--- src/rtl/spi_pkg.sv ---
// Purpose: shared types and constants for the SPI master data path and its sequencer.
// Latency: none (declarations only).
// Backpressure: none (declarations only).
package spi_pkg;

  // Frame state of the shift engine.
  typedef enum logic {
    IDLE   = 1'b0,
    ACTIVE = 1'b1
  } spi_state_t;

  // Default frame length in bits.
  localparam int SPI_DATA_W = 8;

  // SPI mode 0. The sequencer uses these to generate sclk; the engine is built for them.
  localparam logic SPI_CPOL = 1'b0;
  localparam logic SPI_CPHA = 1'b0;

endpackage

--- src/rtl/spi_shift_engine_edge_det.sv ---
// Purpose: registered rising/falling edge detector for one single-bit signal.
// Latency: rise/fall are combinational against a copy of d delayed by one clk.
// Backpressure: none; rise/fall are single-cycle strobes.
// Ports: clk, rst_n (async, active low), d (sampled signal),
//        rise / fall (one-cycle strobes). RST_VAL is the reset value of the copy.
module edge_det #(
  parameter logic RST_VAL = 1'b0
) (
  input  logic clk,
  input  logic rst_n,
  input  logic d,
  output logic rise,
  output logic fall
);

  logic d_q;

  always_ff @(posedge clk or negedge rst_n) begin
    if (!rst_n) begin
      d_q <= RST_VAL;
    end else begin
      d_q <= d;
    end
  end

  assign rise = ~d_q & d;
  assign fall = d_q & ~d;

endmodule

--- src/rtl/spi_shift_engine.sv ---
// Purpose: SPI mode-0 master data path: shifts tx words out MSB-first on mosi,
//          assembles miso bits into rx_data, and flags short frames.
// Latency: every response is one clk after the cs_in/sclk_in change causing it.
// Backpressure: none; rx_valid/frame_err are single-cycle pulses with no ready.
// Ports: clk, rst_n (async, active low); cs_in/sclk_in from the sequencer;
//        miso in, mosi out; tx_data/tx_load fill the tx buffer;
//        rx_data/rx_valid give the received word; frame_err, busy are status.
module spi_shift_engine
  import spi_pkg::*;
#(
  parameter int DATA_W = SPI_DATA_W
) (
  input  logic              clk,
  input  logic              rst_n,
  input  logic              cs_in,
  input  logic              sclk_in,
  input  logic              miso,
  input  logic [DATA_W-1:0] tx_data,
  input  logic              tx_load,
  output logic              mosi,
  output logic [DATA_W-1:0] rx_data,
  output logic              rx_valid,
  output logic              frame_err,
  output logic              busy
);

  localparam int              CNT_W   = $clog2(DATA_W + 1);
  localparam logic [CNT_W-1:0] CNT_MAX = CNT_W'(DATA_W);

  logic cs_rise, cs_fall;
  logic sclk_rise, sclk_fall;

  spi_state_t        state;
  logic [DATA_W-1:0] tx_buf;
  logic [DATA_W-1:0] tx_shift;
  logic [DATA_W-1:0] rx_shift;
  logic [CNT_W-1:0]  bit_cnt;

  // cs copy resets high so a cs_in already low at reset release starts a frame.
  edge_det #(.RST_VAL(1'b1)) u_cs_det (
    .clk  (clk),
    .rst_n(rst_n),
    .d    (cs_in),
    .rise (cs_rise),
    .fall (cs_fall)
  );

  edge_det #(.RST_VAL(1'b0)) u_sclk_det (
    .clk  (clk),
    .rst_n(rst_n),
    .d    (sclk_in),
    .rise (sclk_rise),
    .fall (sclk_fall)
  );

  always_ff @(posedge clk or negedge rst_n) begin
    if (!rst_n) begin
      state     <= IDLE;
      tx_buf    <= '0;
      tx_shift  <= '0;
      rx_shift  <= '0;
      bit_cnt   <= '0;
      mosi      <= 1'b0;
      rx_data   <= '0;
      rx_valid  <= 1'b0;
      frame_err <= 1'b0;
      busy      <= 1'b0;
    end else begin
      rx_valid  <= 1'b0;
      frame_err <= 1'b0;

      // The shift register is copied only at frame start, so a load here
      // during a frame only affects the next one.
      if (tx_load) begin
        tx_buf <= tx_data;
      end

      case (state)
        IDLE: begin
          if (cs_fall) begin
            state    <= ACTIVE;
            busy     <= 1'b1;
            tx_shift <= tx_buf;
            mosi     <= tx_buf[DATA_W-1];
            bit_cnt  <= '0;
            rx_shift <= '0;
          end
        end

        ACTIVE: begin
          // Frame end wins over any sclk edge seen in the same cycle.
          if (cs_rise) begin
            state <= IDLE;
            busy  <= 1'b0;
            mosi  <= 1'b0;
            if (bit_cnt == CNT_MAX) begin
              rx_data  <= rx_shift;
              rx_valid <= 1'b1;
            end else begin
              frame_err <= 1'b1;
            end
          end else if (bit_cnt != CNT_MAX) begin
            // Once a full word is in, further edges are ignored and mosi holds.
            if (sclk_rise) begin
              rx_shift <= {rx_shift[DATA_W-2:0], miso};
              bit_cnt  <= bit_cnt + CNT_W'(1);
            end
            if (sclk_fall) begin
              tx_shift <= {tx_shift[DATA_W-2:0], 1'b0};
              mosi     <= tx_shift[DATA_W-2];
            end
          end
        end

        default: state <= IDLE;
      endcase
    end
  end

endmodule
--- config.mk ---
export PLATFORM = sky130hd
export DESIGN_NAME = spi_shift_engine
export DESIGN_NICKNAME = d
export VERILOG_FILES = /design/src/rtl/spi_pkg.sv /design/src/rtl/spi_shift_engine_edge_det.sv /design/src/rtl/spi_shift_engine.sv
export SDC_FILE = /design/constraint.sdc
export NUM_CORES = 1
export LEC_CHECK = 0
export BUFFER_PORTS_ARGS = -buffer_cell sky130_fd_sc_hd__buf_2
export CAP_MARGIN = 20
export CELL_PAD_IN_SITES_DETAIL_PLACEMENT = 0
export CELL_PAD_IN_SITES_GLOBAL_PLACEMENT = 1
export CORE_UTILIZATION = 35
export DETAILED_ROUTE_END_ITERATION = 6
export PLACE_DENSITY = 0.74
export RECOVER_POWER = 100
export SYNTH_ARGS = -nofsm -noshare
export SYNTH_HDL_FRONTEND = slang
export SYNTH_SLANG_ARGS = --single-unit
export TNS_END_PERCENT = 1
--- constraint.sdc ---
create_clock -name clk -period 1.65 [get_ports clk]
set_input_delay 0.0825 -clock clk [delete_from_list [all_inputs] [get_ports clk]]
set_output_delay 0.0825 -clock clk [all_outputs]
set_load 0.02 [all_outputs]
==> results.yml <==
routing:
  vias_per_cell: 4.84
  dr_total_vias: 1337
  dr.pass1.iters: 4
  wl_per_cell_um: 13.3
  route.antenna.remaining_nets: 0
  drt-total-wl_mm: 3.68
  drt_iter0_drc: 64
  drc_errors: 0
floorplan:
  die_y_um: 78.4
  num_io_pins: 26
  die_area_mm2: 0.00615
  core_mm2: 0.00557
  start_util_pct: 36.7
  num_rows: 27
  die_w_um: 78.4
grt:
  grt_max_degree: 24
  grt_pass1_vias: 1288
  grt_pass1_wl_mm: 6.33
  grt_usage_pct: 13.4
  grt_overflow: 0
  antenna_found_initial: 0
synth:
  synth_top_family_by_area: "simple AND/OR/NAND/NOR gates"
  synth_compound_area_share_pct: 12.4
  synth-adder-area-share_pct: 1.22
  synth_xor_xnor_area_share_pct: 0
  avgSynthCellArea_um2: 12.1
  synth_area_mm2: 0.00204
  yosysSeqAreaShare_pct: 51.5
  syn_inst: 169
  syn_nets: 185
  synth_edf_count: 0
  yosysWarnings: 0
  synth_seq_cells: 42
  yosys.area_share.simple_pct: 17.3
  synthMuxAreaShare_pct: 13.6
  ys.flop_type: "dfrtp_1"
  async_flop_share_pct: 100
  synth_cell_types: 43
clock_tree:
  clock_path_buffers: 2
  tritoncts: "done"
  cts_setup_buffers: 0
  clock_sinks: 42
  clock-root-buffer: "clkbuf_8"
  numCtsBuffers: 5
  h-tree-depth: 2
  clk_pin_slew_ns: 0.08
  clk_latency_ns: 0.29
sta:
  clock_skew_ns: 0.00353
  setup_viol: 0
  min_period_ns: 1.54
  worstMarginPinSlew_ns: 0.894
  fin_ws_ns: 0.107
  finalCritPeriodShare_pct: 93.5
  rsz0062_at_grt: "no"
  max_freq_mhz: 648
  maxSlewViolCount: 0
  max_slew_margin_pct: 40.4
  finalSetupTns_ns: 0
  hold_viol: 0
power_and_ir_drop:
  powerDensity_mw_per_mm2: 1040
  internal-power_mw: 1.72
  vdd_drop_max_mv: 0.569
  pwr-share-clk_pct: 28.3
  power_frac_comb_pct: 18.9
  p_seq_share_pct: 52.8
  p_sw_mw: 0.685
  cellLeakagePower_nw: 1.06
  switching_share_pct: 28.5
final_layout:
  nets: 219
  syn2layout_area_growth_pct: 13.5
  fin_cells: 276
  antenna_cells: 0
  drive_gt1_share_pct: 25.5
worst_setup_path:
  cp_data_required_time_ns: 1.82
  rr_startpoint: "bit_cnt[0]"
  startpoint: "bit_cnt[0]"
  cp_max_fo: 9
  path_class: "flop to flop"
  worst_setup_path_end_kind: "flop"
  crit_arrival_ns: 1.72
  startpoint_type: "flop"
worst_hold_path:
  worstHoldStart: "tx_data[3]"
  hold_class: "primary input to flop"
status:
  status: "complete, no violations"
place:
  dp_hpwl_mm: 2.58
  place.gp.congestion: 0.716
  place_ws_ns: 0.109
  place_inst: 264
  io_buffers: 25
job:
  cap_viol_max_count: 0
metrics by stage:
stage                     hold WS [ns]  utilization [%]  area [µm²]  total power [mW]
final                           0.0206             41.6        2320              2.40
after global routing           0.00964             41.6        2320              2.55
after CTS                       0.0129             42.6        2380              2.45
after detailed placement        0.0239             40.3        2250              1.76
after global placement          0.0294             40.3        2250              1.75
after floorplan                 -0.213                -        2040              1.64
worst paths after layout:
check,to,slack (ns),cells past startpoint
max reg2reg,rx_data[5],0.11,5
min,tx_buf[3],0.02,2
max in group asynchronous,rx_shift[3],0.34,3
min reg2reg,tx_shift[0],0.50,2
min in group asynchronous,tx_buf[7],0.43,2
max,rx_data[5],0.11,5
power groups by stage:
stage	Clock, mW	Sequential, mW	Combinational [mW]
after detailed placement	0	1.29	0.468
final	0.680	1.27	0.453
after floorplan	0	1.28	0.357
after CTS	0.698	1.27	0.478
after global routing	0.750	1.29	0.505
after global placement	0	1.29	0.463
Yosys cell counts, types with 2 or more instances:
cell type | instances | area share (%)
dfrtp_1 | 41 | 50
nand2_1 | 24 | 4.4
nand3_1 | 10 | 2.4
o22ai_1 | 9 | 2.8
mux2_4 | 8 | 5.9
mux2i_1 | 8 | 3.9
a21oi_1 | 7 | 1.7
mux2_2 | 7 | 3.9
nand2b_1 | 7 | 2.1
o211ai_2 | 6 | 3.7
inv_1 | 4 | 0.73
clkbuf_1 | 3 | 0.55
o21ai_0 | 3 | 0.73
ha_1 | 2 | 1.2
nand3b_4 | 2 | 2.0
kinds of logic (layout without fill, tap and decap cells):
family | after synthesis | in the layout
mux | 23 | 23
simple gates | 56 | 56
flops | 42 | 42
compound gates | 33 | 33
buf+inv | 13 | 48
fa+ha+maj | 2 | 2
per-layer routing:
metal / routed length [µm] / global-route usage (%)
met1: 1820 / 18.7
met2: 1700 / 20.0
met3: 91 / 2.91
met4: 67 / 5.56
met5: 0 / 0
area by class of cell:
| type | count | area, µm² |
|---|---|---|
| inverters | 5 | 21.3 |
| well taps | 72 | 90.1 |
| flip-flops and latches | 42 | 1050 |
| clock inverters | 1 | 5.00 |
| repair buffers | 35 | 188 |
| multi-input cells | 114 | 877 |
| fillers | 554 | 3250 |
| clock buffers | 7 | 86.3 |
flip-flops by register name, summed over array words and instances (netlist names):
| signal | count |
|---|---|
| u_sclk_det.d_q | 1 |
| bit_cnt | 4 |
| state | 1 |
| mosi | 1 |
| rx_valid | 1 |
| frame_err | 1 |
| u_cs_det.d_q | 1 |
| busy | 1 |
| rx_data | 8 |
| rx_shift | 8 |
| tx_shift | 7 |
| tx_buf | 8 |
layout by cell type, fill, tap and decap left out, drive strengths merged:
cell type     n
a21o          1
a21oi         9
a2bb2oi       1
a31oi         1
and2          1
and2b         2
and3          1
buf          15
clkbuf       23
clkinv        1
dfrtp        41
dfstp         1
dlygate4sd3   4
ha            2
inv           5
mux2         15
mux2i         8
nand2        26
nand2b        8
nand3        10
nand3b        2
nand4         1
nor2          2
nor2b         2
nor3b         1
o211ai        7
o21ai         4
o22ai        10
critical path, stage by stage (launching register included):
cell and delay, ns:
dfrtp_1 0.40, inv_1 0.10, ha_1 0.20, nand3b_4 0.15, nor2_8 0.26, mux2_4 0.33
timing repair:
item | in CTS | in global routing
setup endpoints to repair | 0 | 2
hold buffers | 4 | 0
gates resized for setup | 0 | 1
hold endpoints to repair | 18 | 0
Power figures use the tool's default switching activity.
